<file path="src/rtl/eth_scrambler_pipe.sv">
`default_nettype none
// ============================================================================
// Module   : eth_scrambler_pipe
// Brief    : Self-synchronous x^58 + x^39 + 1 (de)scrambler for 64b/66b PCS,
//            valid/ready stream with one registered output stage.
// Revision : 1.0 - initial release
// ============================================================================
module eth_scrambler_pipe #(
    parameter int          DATA_WIDTH = 64,
    parameter bit          DESCRAMBLE = 1'b0,
    parameter logic [57:0] RESET_SEED = 58'h3FF_FFFF_FFFF_FFFF
) (
    input  logic                  i_clk,
    input  logic                  i_rst,
    input  logic [DATA_WIDTH-1:0] i_data,
    input  logic [1:0]            i_hdr,
    input  logic                  i_valid,
    output logic                  o_ready,
    output logic [DATA_WIDTH-1:0] o_data,
    output logic [1:0]            o_hdr,
    output logic                  o_valid,
    input  logic                  i_ready,
    input  logic                  i_bypass,
    input  logic                  i_seed_load,
    input  logic [57:0]           i_seed
);

    localparam int c_STATE_W = 58;

    logic [c_STATE_W-1:0]  r_state_q;
    logic [c_STATE_W-1:0]  w_state_d;
    logic [c_STATE_W-1:0]  w_state_start;
    logic [c_STATE_W-1:0]  w_state_post;
    logic [DATA_WIDTH-1:0] w_scr;
    logic [DATA_WIDTH-1:0] w_data_d;
    logic [DATA_WIDTH-1:0] r_data_q;
    logic [1:0]            r_hdr_q;
    logic                  r_valid_q;
    logic                  w_accept;

    assign o_ready       = !r_valid_q || i_ready;
    assign w_accept      = i_valid && o_ready;
    assign w_state_start = i_seed_load ? i_seed : r_state_q;

    // Bit-serial recurrence unrolled across the beat; bit 0 sees the oldest state.
    always_comb begin : p_unroll
        logic [c_STATE_W-1:0] w_s;
        logic                 w_bit;
        w_s   = w_state_start;
        w_bit = 1'b0;
        w_scr = '0;
        for (int i = 0; i < DATA_WIDTH; i++) begin
            w_bit    = i_data[i] ^ w_s[38] ^ w_s[57];
            w_scr[i] = w_bit;
            w_s      = {w_s[c_STATE_W-2:0], (DESCRAMBLE ? i_data[i] : w_bit)};
        end
        w_state_post = w_s;
    end

    // A bypassed beat leaves the state alone, but a coincident seed load still lands.
    always_comb begin
        w_state_d = r_state_q;
        if (w_accept && !i_bypass) begin
            w_state_d = w_state_post;
        end else if (i_seed_load) begin
            w_state_d = i_seed;
        end
    end

    assign w_data_d = i_bypass ? i_data : w_scr;

    always_ff @(posedge i_clk) begin
        if (i_rst) begin
            r_state_q <= RESET_SEED;
            r_data_q  <= '0;
            r_hdr_q   <= '0;
            r_valid_q <= 1'b0;
        end else begin
            r_state_q <= w_state_d;
            if (w_accept) begin
                r_data_q  <= w_data_d;
                r_hdr_q   <= i_hdr;
                r_valid_q <= 1'b1;
            end else if (i_ready) begin
                r_valid_q <= 1'b0;
            end
        end
    end

    assign o_data  = r_data_q;
    assign o_hdr   = r_hdr_q;
    assign o_valid = r_valid_q;

endmodule
`default_nettype wire

</file>
<file path="config.mk">
export PLATFORM = sky130hd
export DESIGN_NAME = eth_scrambler_pipe
export DESIGN_NICKNAME = d
export VERILOG_FILES = /design/src/rtl/eth_scrambler_pipe.sv
export SDC_FILE = /design/constraint.sdc
export NUM_CORES = 1
export LEC_CHECK = 0
export ABC_AREA = 1
export BUFFER_PORTS_ARGS = -buffer_cell sky130_fd_sc_hd__buf_2
export CORE_MARGIN = 1
export CORE_UTILIZATION = 55
export CTS_CLUSTER_DIAMETER = 30
export CTS_CLUSTER_SIZE = 25
export DETAILED_ROUTE_END_ITERATION = 6
export HOLD_SLACK_MARGIN = 0.1
export PLACE_DENSITY_LB_ADDON = 0.08
export SLEW_MARGIN = 15
export SYNTH_ARGS = -nofsm -noshare
export SYNTH_HDL_FRONTEND = slang
export SYNTH_SLANG_ARGS = --single-unit
export TNS_END_PERCENT = 100
</file>
<file path="constraint.sdc">
create_clock -name i_clk -period 3.65 [get_ports i_clk]
set_input_delay 0.73 -clock i_clk [delete_from_list [all_inputs] [get_ports i_clk]]
set_output_delay 0.73 -clock i_clk [all_outputs]
set_load 0.03 [all_outputs]
</file>
==> results of run 1 <==
## state kept, by name, summed over array words and instances (netlist names)
| register | count |
|---|---|
| o_data | 64 |
| o_hdr | 2 |
| o_valid | 1 |
| r_state_q | 58 |
## critical path, cell delays in order
cell and delay (ns):
buf_2 0.36, buf_4 0.54, nand2_1 0.10, nand2_1 0.16, xor2_1 0.23, inv_1 0.06, nand2_1 0.07, nand2_1 0.07
nand2_1 0.06, nand3_1 0.20, a21oi_1 0.20
## kinds of logic (layout without fill, tap and decap cells)
kind of cell	Yosys count	in the layout	synth area share, %
XOR/XNOR	63	63	7.861
buffers and inverters	154	326	8.806
flip-flops	125	125	35.65
AO/OA/AOI/OAI	157	157	12.82
AND/OR/NAND/NOR	578	578	34.87
## routing by layer
metal	GRT usage, %	share of wire [%]
met2	56.10	43
met1	49.90	42
met5	0	0
met3	6.589	11
met4	18.18	3.9
## path summary, 6_finish.rpt
path                                  start         end  slack [ns]  cells after the start
worst max-delay path            i_seed_load  o_data[52]        1.17                     11
worst min-delay path               o_hdr[1]    o_hdr[1]        0.48                      2
worst max register to register      o_valid  o_data[56]        1.39                      8
worst min register to register     o_hdr[1]    o_hdr[1]        0.48                      2
## cell type report
class / count / share of cell area, %
flip-flops and latches: 125 / 29.22
clock buffers: 21 / 5.376
repair buffers: 204 / 12.56
well taps: 168 / 2.454
inverters: 97 / 4.251
multi-input cells: 798 / 45.61
clock inverters: 4 / 0.5259
## power by group through the flow
stage               Sequential, mW  Combinational [mW]  Clock [mW]
floorplan                     1.69               0.595           0
global placement              1.57                1.03           0
detailed placement            1.57                1.05           0
CTS                           1.55                1.06        1.50
global route                  1.56                1.18        1.57
finish                        1.55                1.08        1.51
## cell usage after synthesis
| library cell | instances | area (µm²) |
|---|---|---|
| xnor2_1 | 2 | 17.52 |
| o211ai_1 | 26 | 195.2 |
| a21oi_1 | 58 | 290.3 |
| or2_0 | 12 | 75.07 |
| buf_2 | 11 | 55.05 |
| nor2_1 | 4 | 15.01 |
| or2_2 | 2 | 12.51 |
| clkinv_1 | 1 | 3.750 |
| buf_4 | 3 | 22.52 |
| buf_1 | 3 | 11.26 |
| o21ai_0 | 28 | 140.1 |
| nand3b_1 | 14 | 105.1 |
| nor2_2 | 1 | 6.260 |
| dfxtp_1 | 125 | 2502 |
| nand2_2 | 1 | 6.260 |
| buf_6 | 2 | 22.52 |
| inv_1 | 95 | 356.6 |
| nand3_1 | 144 | 720.7 |
| or2_1 | 2 | 12.51 |
| xor2_1 | 61 | 534.3 |
| clkbuf_1 | 38 | 142.6 |
| nand2_1 | 398 | 1494 |
| o21ai_1 | 6 | 30.03 |
| inv_2 | 1 | 3.750 |
| a31oi_1 | 39 | 244.0 |
==> results.md, run 1 <==
- Setup repair after global routing left no endpoint under its margin.
- The flow ran to the end, and the final reports show no timing, DRC or antenna violations.
- The synthesized netlist occupies a cell area of roughly 0.007 mm².
- The DRC violations left is 0.
- STA puts the critical path data required time at roughly 4.0 ns.
- Entering global routing, the biggest net connects between 90 and 100 pins.
- The chip width is around 110 µm.
- In the layout the commonest cells are 397 x nand2_1, 197 x buf_2, 144 x nand3_1.
- CTS built an H-tree with a depth of 4.
- Including well taps, the total number of placed cells is roughly 1400.
- In this run, synthesis produced a sequential element count of approximately 130.
- The via count of the first global-routing pass is just over 7000.
- Input and output buffers added on the ports amount to 197.
- The area enclosed by the die boundary is between 0.01 and 0.015 mm².
- The iteration-0 DRC count of the detailed router is ~1000.
- TritonCTS built the clock tree.
- At the worst endpoint, the arrival time is roughly 2.8 ns.
- The detailed router placed roughly 8000 vias in this run.
- The highest fanout seen on the critical path is 46.
- The initial antenna violation count came to 0.
- Summing all multi-input logic gate instances after layout gives slightly below 0.004 mm².
- Once the floorplan was initialized, standard cells occupied about 57% of the core.
- The worst setup path is launched from an input pin.
- The final net count is around 1400.
- For this block, the routed nets add up to between 20000 and 25000 µm of wire.
- The congestion estimate from routability-driven global placement came to between 0.9 and 1.
- OpenSTA, run right after detailed placement, puts the worst setup slack at 0.8256 ns.
- Per report_power, the clock group accounts for between 30 and 40% of the total.
- Post-CTS timing repair inserted 0 buffers for setup.
- No sink is reached through more buffers than the 2 on the longest clock path.
- The final count of negative-setup-slack endpoints is 0.
- At the pin with the least slew margin, the transition time is between 1 and 1.5 ns.
- The analysis attributes to cell leakage a power of between 4 and 5 nW.
- The clock sink count is 125.
- The distinct cell type count after synthesis is 25.
- After detailed routing, the number of vias per cell comes to roughly 5.7.
- After detailed routing, the average wire length per cell comes to about 17 µm.
- The most common cell after layout, fill and taps aside is nand2_1.
- The count of pins over their slew limit came to 0.
- The time the final worst path needs with I/O delays and setup is between 2 and 2.5 ns.
- After clock tree synthesis, the clock-pin slew on the worst setup and hold paths is roughly 0.050 ns.
- Measured against its own limit, the worst slew margin works out to around 16%.
- The number of gates resized after CTS is 0.
- Row generation in the floorplan step produced 40 rows.
- The number of antenna diodes in the final layout is 0.
- The classification of the worst-slack hold path is reg -> reg.
- Cells with a size suffix above 1 make up 18.65% of the layout.
- From synthesis to final layout, the design area changed by 22.01%.
- The post-route standard cell area excluding fillers is 0.008564 mm².
- The total congestion overflow is 0.
- Synthesis produced a netlist with a net count of 1207.
- Global routing used a little under two fifths of the available tracks.
- The hold violation total from the final report came to 0.
- The cell count after synthesis came out at about 1100.
- Of the total power, combinational logic draws a little over a quarter.
- Setup slack closes at ~1.2 ns.
- The tree is rooted in a clkbuf_16.
- The net load switching power is approximately 1.4 mW.
- Once detail routing completed, the nets flagged for antenna violations numbered 0.
- The number of top-level design ports is ~200.
- In this run the cell area measured after placement is between 0.008 and 0.009 mm².
- The first-pass GRT wire length is 36410 µm.
- The switching share of power is 32.76%.
- The area inside the core boundary is roughly 0.012 mm².
- The sort of element at the end of the critical path is a flop.
- The detailed placement HPWL is ~17000 µm.
- The share of the clock period used by the worst path after layout is between 60% and 70%.
- The number of maximum-capacitance violations is 0.
- Clock tree synthesis inserted a total of 17 buffers.
- Averaged over all synthesized cells, the footprint is around 6.5 µm².
- Leaving out filler cells and counting taps, the final layout contains 1417.
- The height of the die is ~110 µm.
- The peak supply drop is around 0.00027 V.
- The sequential cell area fraction in the yosys report is approximately 36%.
- The design draws around 4.1 mW.
- For this design the ratio of total power to cell area is 482.7 mW/mm².
- Clock latency on the worst-skew pair, taken at its later pin, is between 0.4 and 0.5 ns.
- The quantity of hold-fixing buffers added after cts is 0.
- The final-layout worst hold slack is between 0.4 and 0.5 ns.
- Counting the fill cells in the layout gives roughly 1100.
- The warning count from the yosys run is 0.
- Measured on the finished design, the core utilization comes to a little over two thirds.
- The sequential share of power is 37.4%.
- Cell internal power was estimated by the tool at between 2 and 3 mW.
- The category of the most critical setup path is in -> reg.
- The register area is approximately 0.0025 mm².
- The number of iterations in the first detailed-routing pass is 5.
- Summed over all failing endpoints, the final setup total negative slack is 0 ns.
- The fmax is between 0.4 and 0.5 GHz.
- Across the routed clock network, the largest skew measured is 0.007030 ns.
No activity file was read; power rests on OpenSTA's default activity.
==> run 2, diff against run 1 <==
Settings changed: CORE_UTILIZATION 55 to 48.
Clock period 3.65 ns to 2.2 ns, I/O delays scaled along.
==> run 2 against run 1 <==
- combinational power rose by 69%
- non-clock buffer count up 20
- sequential share of layout area fell by 1.1 points
- global-route usage fell by 1.9 points
- power rose by 81%
- clock skew about the same
- clock power increased by 100%
- clock-buffer cell count up 1
- sequential power increased by 66%
- flip-flop and latch count is the same
- worst hold slack got worse by 0.21 ns
- die area is 14% higher
- critical path type is now reg -> reg
- highest routed layer unchanged
==> results.md, run 2 (synthesis results as in run 1) <==
- The run finished with clean final reports.
- The remaining number of nets flagged by the antenna check after routing came to 0 (unchanged).
- The DRC violations left was 0 (unchanged).
- The average detailed-routed wire length per instance came to 17.73 µm (+4.8%).
- The final-layout worst hold slack is 0.2684 ns (-0.2068 ns).
- The total chip power came to 7.485 mW (+81%).
- The total power per unit cell area came to 840.4 mW/mm² (+74%).
- The delay of the slowest cell on the worst path came to 0.31 ns (-0.23 ns).
- The average vias per placed instance is 5.493 (-2.9%).
- The register clock-pin slew on the reported worst setup and hold paths is 0.06 ns (about the same).
- The setup path with the least slack is of type reg -> reg.
- Static timing analysis puts the maximum clock frequency at around 0.56 GHz.
- The clock insertion delay at the later pin of the skew report came to 0.42 ns (about the same).
- The standard-cell row count is 43 (+7.5%).
- Setup repair after global routing left no endpoint under its margin.
- The number of top-level design ports was 198 (unchanged).
- The signal arrival time at the worst endpoint is 2.07 ns (-0.74 ns).
- The total routing resource utilization after global routing is 34.81% (-1.9 points).
- The placed instance area was 0.008262 mm² (+2.5%).
- The slowest stage cell on the critical path is dfxtp_1.
- In the layout the commonest cells are 397 x nand2_1, 197 x buf_2, 144 x nand3_1.
- Among the stages of the critical path, the cell type that occurs most often is nand2_1.
- The last weighted congestion value of the routability-driven placer is 0.9287 (-3.5%).
- Counting I/O delays and the setup requirement, the final critical path takes roughly 1.8 ns.
- The peak supply drop is 0.0006220 V (+130%).
- The antenna diode instance count is 0 (unchanged).
- The detailed-route via count came to 7998 (-0.20%).
- The number of iterations in the first detailed-routing pass is 5 (unchanged).
- The iteration-0 DRC count of the detailed router is 844 (-15%).
- The share of cells above drive strength 1 is 20.53% (+1.9 points).
- The sort of element at the end of the critical path is a flop.
- The chip width came to 122.9 µm (+6.9%).
- The height of the die came to 122.9 µm (+6.9%).
- The number of buffers created by CTS is 17 (unchanged).
- The root buffer cell is clkbuf_16.
- The internal power summed over all cells is 5.100 mW (+83%).
- The most common cell after layout, fill and taps aside is nand2_1.
- The area inside the core boundary came to 0.01410 mm² (+15%).
- The count of pins over their slew limit is 0 (unchanged).
- The leakage power is 4.491 nW (+3.8%).
- The post-route standard cell area excluding fillers is 0.008906 mm² (+4.0%).
- The final net count came to 1393 (+1.5%).
- The initial antenna violation count came to 0 (unchanged).
- The total detailed-routing wirelength is 25820 µm (+7.7%).
- The post-place setup slack is 0.1596 ns (-0.6659 ns).
- The final count of negative-setup-slack endpoints is 0 (unchanged).
- The normalized max-slew margin was 57.00% (+41 points).
- The transition at the pin with the smallest max-transition slack is 0.6443 ns (-0.6105 ns).
- The detailed placement HPWL was 19380 µm (+13%).
- The first-pass GRT wire length is 39020 µm (+7.2%).
- The switching share of power is 31.86% (-0.89 points).
- The total congestion overflow came to 0 (unchanged).
- The total negative slack was 0 ns (unchanged).
- The number of buffers between clock root and the deepest sink is 2 (unchanged).
- The via count of the first global-routing pass came to 7087 (+0.21%).
- The number of buffers inserted by port buffering is 197 (unchanged).
- The number of gates resized after CTS is 0 (unchanged).
- The post-route clock skew is 0.006972 ns (-0.00005734 ns).
- The quantity of hold-fixing buffers added after cts is 0 (unchanged).
- The initial cell density of the core is 49.80% (-7.7 points).
- The hold violation total from the final report was 0 (unchanged).
- The power share of the clock group came to 41.1% (+4.6 points).
- The number of H-tree levels was 4 (unchanged).
- The sequential share of power came to 34.3% (-3.1 points).
- The post-CTS setup buffer count is 0 (unchanged).
- The critical path goes through nand2_1 -> nand2_2 -> nor2_4 -> inv_1 -> buf_4 -> a21oi_1 -> nand2_1.
- The highest fanout seen on the critical path is 15 (-67%).
- The net load switching power is 2.385 mW (+76%).
- The relative contribution of combinational cells to total power is 24.5% (-1.6 points).
- The path class of the tightest hold or removal check is in -> reg.
- From synthesis to final layout, the design area changed by 26.88%.
- The number of flip-flops under the largest register name was 64 (unchanged).
- The share of the clock period used by the worst path after layout is slightly above 80%.
- The area enclosed by the die boundary was 0.01511 mm² (+14%).
- The number of maximum-capacitance violations is 0 (unchanged).
- The clock sink count is 125 (unchanged).
- The type of element launching the critical path is a flop.
- The endpoint required time on the critical path is 2.50 ns (-1.49 ns).
- The post-layout worst setup margin came to 0.4280 ns (-0.7449 ns).
- TritonCTS built the clock tree.
- The largest net degree at the start of global routing is 76 (-22%).
[run 2: final timing paths]
kind | startpoint | endpoint | slack (ns) | depth (start not counted)
max reg2reg | o_valid | r_state_q[27] | 0.43 | 7
min | i_hdr[1] | o_hdr[1] | 0.27 | 3
max | o_valid | r_state_q[27] | 0.43 | 7
min reg2reg | o_hdr[0] | o_hdr[0] | 0.48 | 2
[run 2: layer usage]
layer	track usage [%]	up-vias	part of all wire, %
met5	0	-	0
met4	12.35	0	2.4
met3	5.120	42	8.9
met2	51.97	444	43
met1	50.62	3636	45
li1	-	3876	-
[run 2: area by class of cell]
cell class	instances	area, µm²
inverter	97	364.1
clock buffer	22	484.2
sequential	125	2502
timing repair buffer	224	1264
fill	1358	5190
clock inverter	10	160.2
tap	180	225.2
multi-input combinational	798	3906
[run 2: through the flow]
step	cells	util [%]
2_1_floorplan	1077	-
3_3_place_gp	1424	58.61
3_5_place_dp	1424	58.61
4_1_cts	1456	63.18
5_1_grt	1456	63.18
6_report	1456	63.18
[run 2: power by group through the flow]
stage / logic (mW) / clock network, mW / registers (mW)
6_report: 1.83 / 3.08 / 2.57
5_1_grt: 2.01 / 3.19 / 2.59
4_1_cts: 1.81 / 3.09 / 2.57
3_5_place_dp: 1.80 / 0 / 2.61
3_3_place_gp: 1.78 / 0 / 2.62
2_1_floorplan: 0.988 / 0 / 2.80
[run 2: worst max-delay path: cells and delay by family, from the launching register on]
kind / cells / cell delay, ns
flip-flops: 1 / 0.31
buffers and inverters: 2 / 0.62
AND/OR/NAND/NOR: 4 / 0.49
AO/OA/AOI/OAI: 1 / 0.21
==> run 3, diff against run 2 <==
Clock period 2.2 ns to 1.55 ns, I/O delays scaled along.
==> run 3 against run 2 <==
- die area is the same
- non-clock buffer count up 74
- register-to-register slack lost 0.35 ns
- setup slack lost 0.36 ns
- sequential share of layout area decreased by 2.0 points
- clock skew grew 0.00079 ns
- clock-buffer cell count is 4 lower
- via count up 4.2%
- largest power group unchanged
- design area up 7.6%
- clock power up 41%
- global-route usage is 0.95 points higher
- critical path depth is 4 higher
==> results.md, run 3 (synthesis results as in run 1) <==
- The endpoint required time on the critical path came to 1.86 ns (-0.64 ns).
- The top cell types in the final layout, fill and taps aside, are 394 x nand2_1, 197 x buf_2, 142 x nand3_1.
- The post-place setup slack came to -0.3120 ns (-0.4717 ns).
- The total detailed-routing wirelength is 26780 µm (+3.7%).
- The total power per unit cell area is 1139 mW/mm² (+35%).
- The CTS tree is yes.
- The remaining number of nets flagged by the antenna check after routing was 0 (unchanged).
- The final count of negative-setup-slack endpoints is 0 (unchanged).
- The area inside the core boundary is 0.01410 mm² (unchanged).
- The post-CTS setup buffer count is 0 (unchanged).
- The leakage power was 4.882 nW (+8.7%).
- The average vias per placed instance is 5.441 (-0.95%).
- The detailed-route via count is 8330 (+4.2%).
- The height of the die is 122.9 µm (unchanged).
- The cell sitting at the root of the clock tree is a clkbuf_16.
- The detailed placement HPWL was 19720 µm (+1.7%).
- The number of H-tree levels is 4 (unchanged).
- The standard-cell row count is 43 (unchanged).
- The total routing resource utilization after global routing came to 35.76% (+0.95 points).
- The initial antenna violation count is 0 (unchanged).
- The depth of the worst register-to-register path is 7 (unchanged).
- The internal power summed over all cells is 7.343 mW (+44%).
- The fmax is 0.6770 GHz.
- The count of fill cells added during filler insertion is 1324 (-2.5%).
- The cell count after placement is 1497 (+5.1%).
- The via count of the first global-routing pass is 7507 (+5.9%).
- The post-route clock skew is 0.007766 ns (+0.0007933 ns).
- The signal arrival time at the worst endpoint is 1.79 ns (-0.28 ns).
- The area growth from synthesis to layout is 36.58%.
- Setup repair after global routing could not meet its margin everywhere.
- The chip width is 122.9 µm (unchanged).
- The number of flip-flops under the largest register name came to 64 (unchanged).
- The core utilization of the finished layout is 68.01% (+4.8 points).
- The classification of the worst-slack hold path is in -> reg.
- The first-pass GRT wire length is 39900 µm (+2.3%).
- The share of cells above drive strength 1 is 25.56% (+5.0 points).
- The final net count was 1467 (+5.3%).
- The largest net degree at the start of global routing is 58 (-24%).
- The total congestion overflow is 0 (unchanged).
- The area enclosed by the die boundary was 0.01511 mm² (unchanged).
- Of the available clock period, the critical path in the final layout requires between 90 and 100%.
- The highest fanout seen on the critical path came to 13 (-2).
- The DRC violations left is 0 (unchanged).
- The non-filler instance count after layout is 1531 (+5.2%).
- The total chip power is 10.91 mW (+46%).
- The category of the most critical setup path is in -> reg.
- The transition at the pin with the smallest max-transition slack is 0.5394 ns (-0.1048 ns).
- The total negative slack is 0 ns (unchanged).
- The number of buffers inserted by port buffering came to 197 (unchanged).
- The count of pins over their slew limit was 0 (unchanged).
- The normalized max-slew margin came to 63.66% (+6.7 points).
- The type of element launching the critical path is an input pin.
- The iteration-0 DRC count of the detailed router was 825 (-2.3%).
- The peak supply drop is 0.0008344 V (+34%).
- The number of iterations in the first detailed-routing pass is 5 (unchanged).
- The number of cells on the worst hold path is 3 (unchanged).
- The library cell used most frequently in the layout, excluding fill and tap cells, is nand2_1.
- The number of buffers between clock root and the deepest sink came to 2 (unchanged).
- The initial cell density of the core is 49.80% (unchanged).
- The worst setup path is captured at a flop.
- The power share of the clock group came to 39.8% (-1.3 points).
- The post-layout worst setup margin was 0.07288 ns (-0.3552 ns).
- The sequential share of power was 33.4% (-0.9 points).
- The worst path in the final design needs a cycle of about 1.5 ns, including I/O delays and setup.
- The clock insertion delay at the later pin of the skew report is 0.43 ns (about the same).
- The number of maximum-capacitance violations was 0 (unchanged).
- The run finished with clean final reports.
- The placed instance area came to 0.008876 mm² (+7.4%).
- The clock sink count is 125 (unchanged).
- The last weighted congestion value of the routability-driven placer is 0.9087 (-2.2%).
- The number of top-level design ports is 198 (unchanged).
- The net load switching power came to 3.572 mW (+50%).
- The relative contribution of combinational cells to total power is 26.7% (+2.2 points).
- The final-layout worst hold slack is 0.1338 ns (-0.1346 ns).
- The number of buffers created by CTS is 17 (unchanged).
- The average detailed-routed wire length per instance is 17.49 µm (-1.4%).
- The post-route standard cell area excluding fillers came to 0.009587 mm² (+7.6%).
- The register clock-pin slew on the reported worst setup and hold paths is 0.06 ns (about the same).
- The hold violation total from the final report is 0 (unchanged).
- The switching share of power was 32.72% (+0.86 points).
-- run 3: final timing paths --
check	start	end	slack (ns)
max	i_seed_load	o_data[41]	0.07
min	i_hdr[0]	o_hdr[0]	0.13
max reg2reg	r_state_q[52]	o_data[63]	0.08
min reg2reg	o_data[5]	o_data[5]	0.48
-- run 3: layout make-up --
class                      instances  area, µm²  share of cell area (%)
inverter                          97      366.6                   3.824
sequential                       125       2504                   26.12
clock inverter                    14      193.9                   2.023
clock buffer                      18      439.2                   4.581
multi-input combinational        798       3940                   41.10
tap                              180      225.2                   2.349
antenna                            1      2.502                 0.02610
timing repair buffer             298       1916                   19.98
-- run 3: worst max-delay path, cell delays in order --
cell,delay [ns]
buf_2,0.15
inv_4,0.11
buf_4,0.21
nand2_1,0.11
nand2_1,0.13
nand2_1,0.08
nand3_1,0.10
nand2_1,0.09
or2_2,0.28
nand3_1,0.14
a21oi_1,0.08
-- run 3: timing repair --
| action | 4_1_cts | 5_1_grt |
|---|---|---|
| gates resized for setup | 1 | 12 |
| hold endpoints to repair | 0 | 0 |
| setup endpoints to repair | 3 | 16 |
| cloned | 0 | 1 |
| hold buffers | 0 | 0 |
| pin swaps | 0 | 0 |
-- run 3: power groups by stage --
stage	Sequential [mW]	Clock [mW]	Combinational [mW]
floorplan	3.98	0	1.41
global placement	3.71	0	2.79
detailed placement	3.71	0	2.82
CTS	3.65	4.32	2.85
global route	3.67	4.48	3.17
finish	3.65	4.35	2.92
-- run 3: routing by layer --
metal	share of wire, %	up-vias	global-route usage, %
met4	3.5	0	14.41
met2	45	453	57.13
li1	-	4033	-
met5	0	-	0
met3	9.4	69	7.703
met1	43	3775	46.76
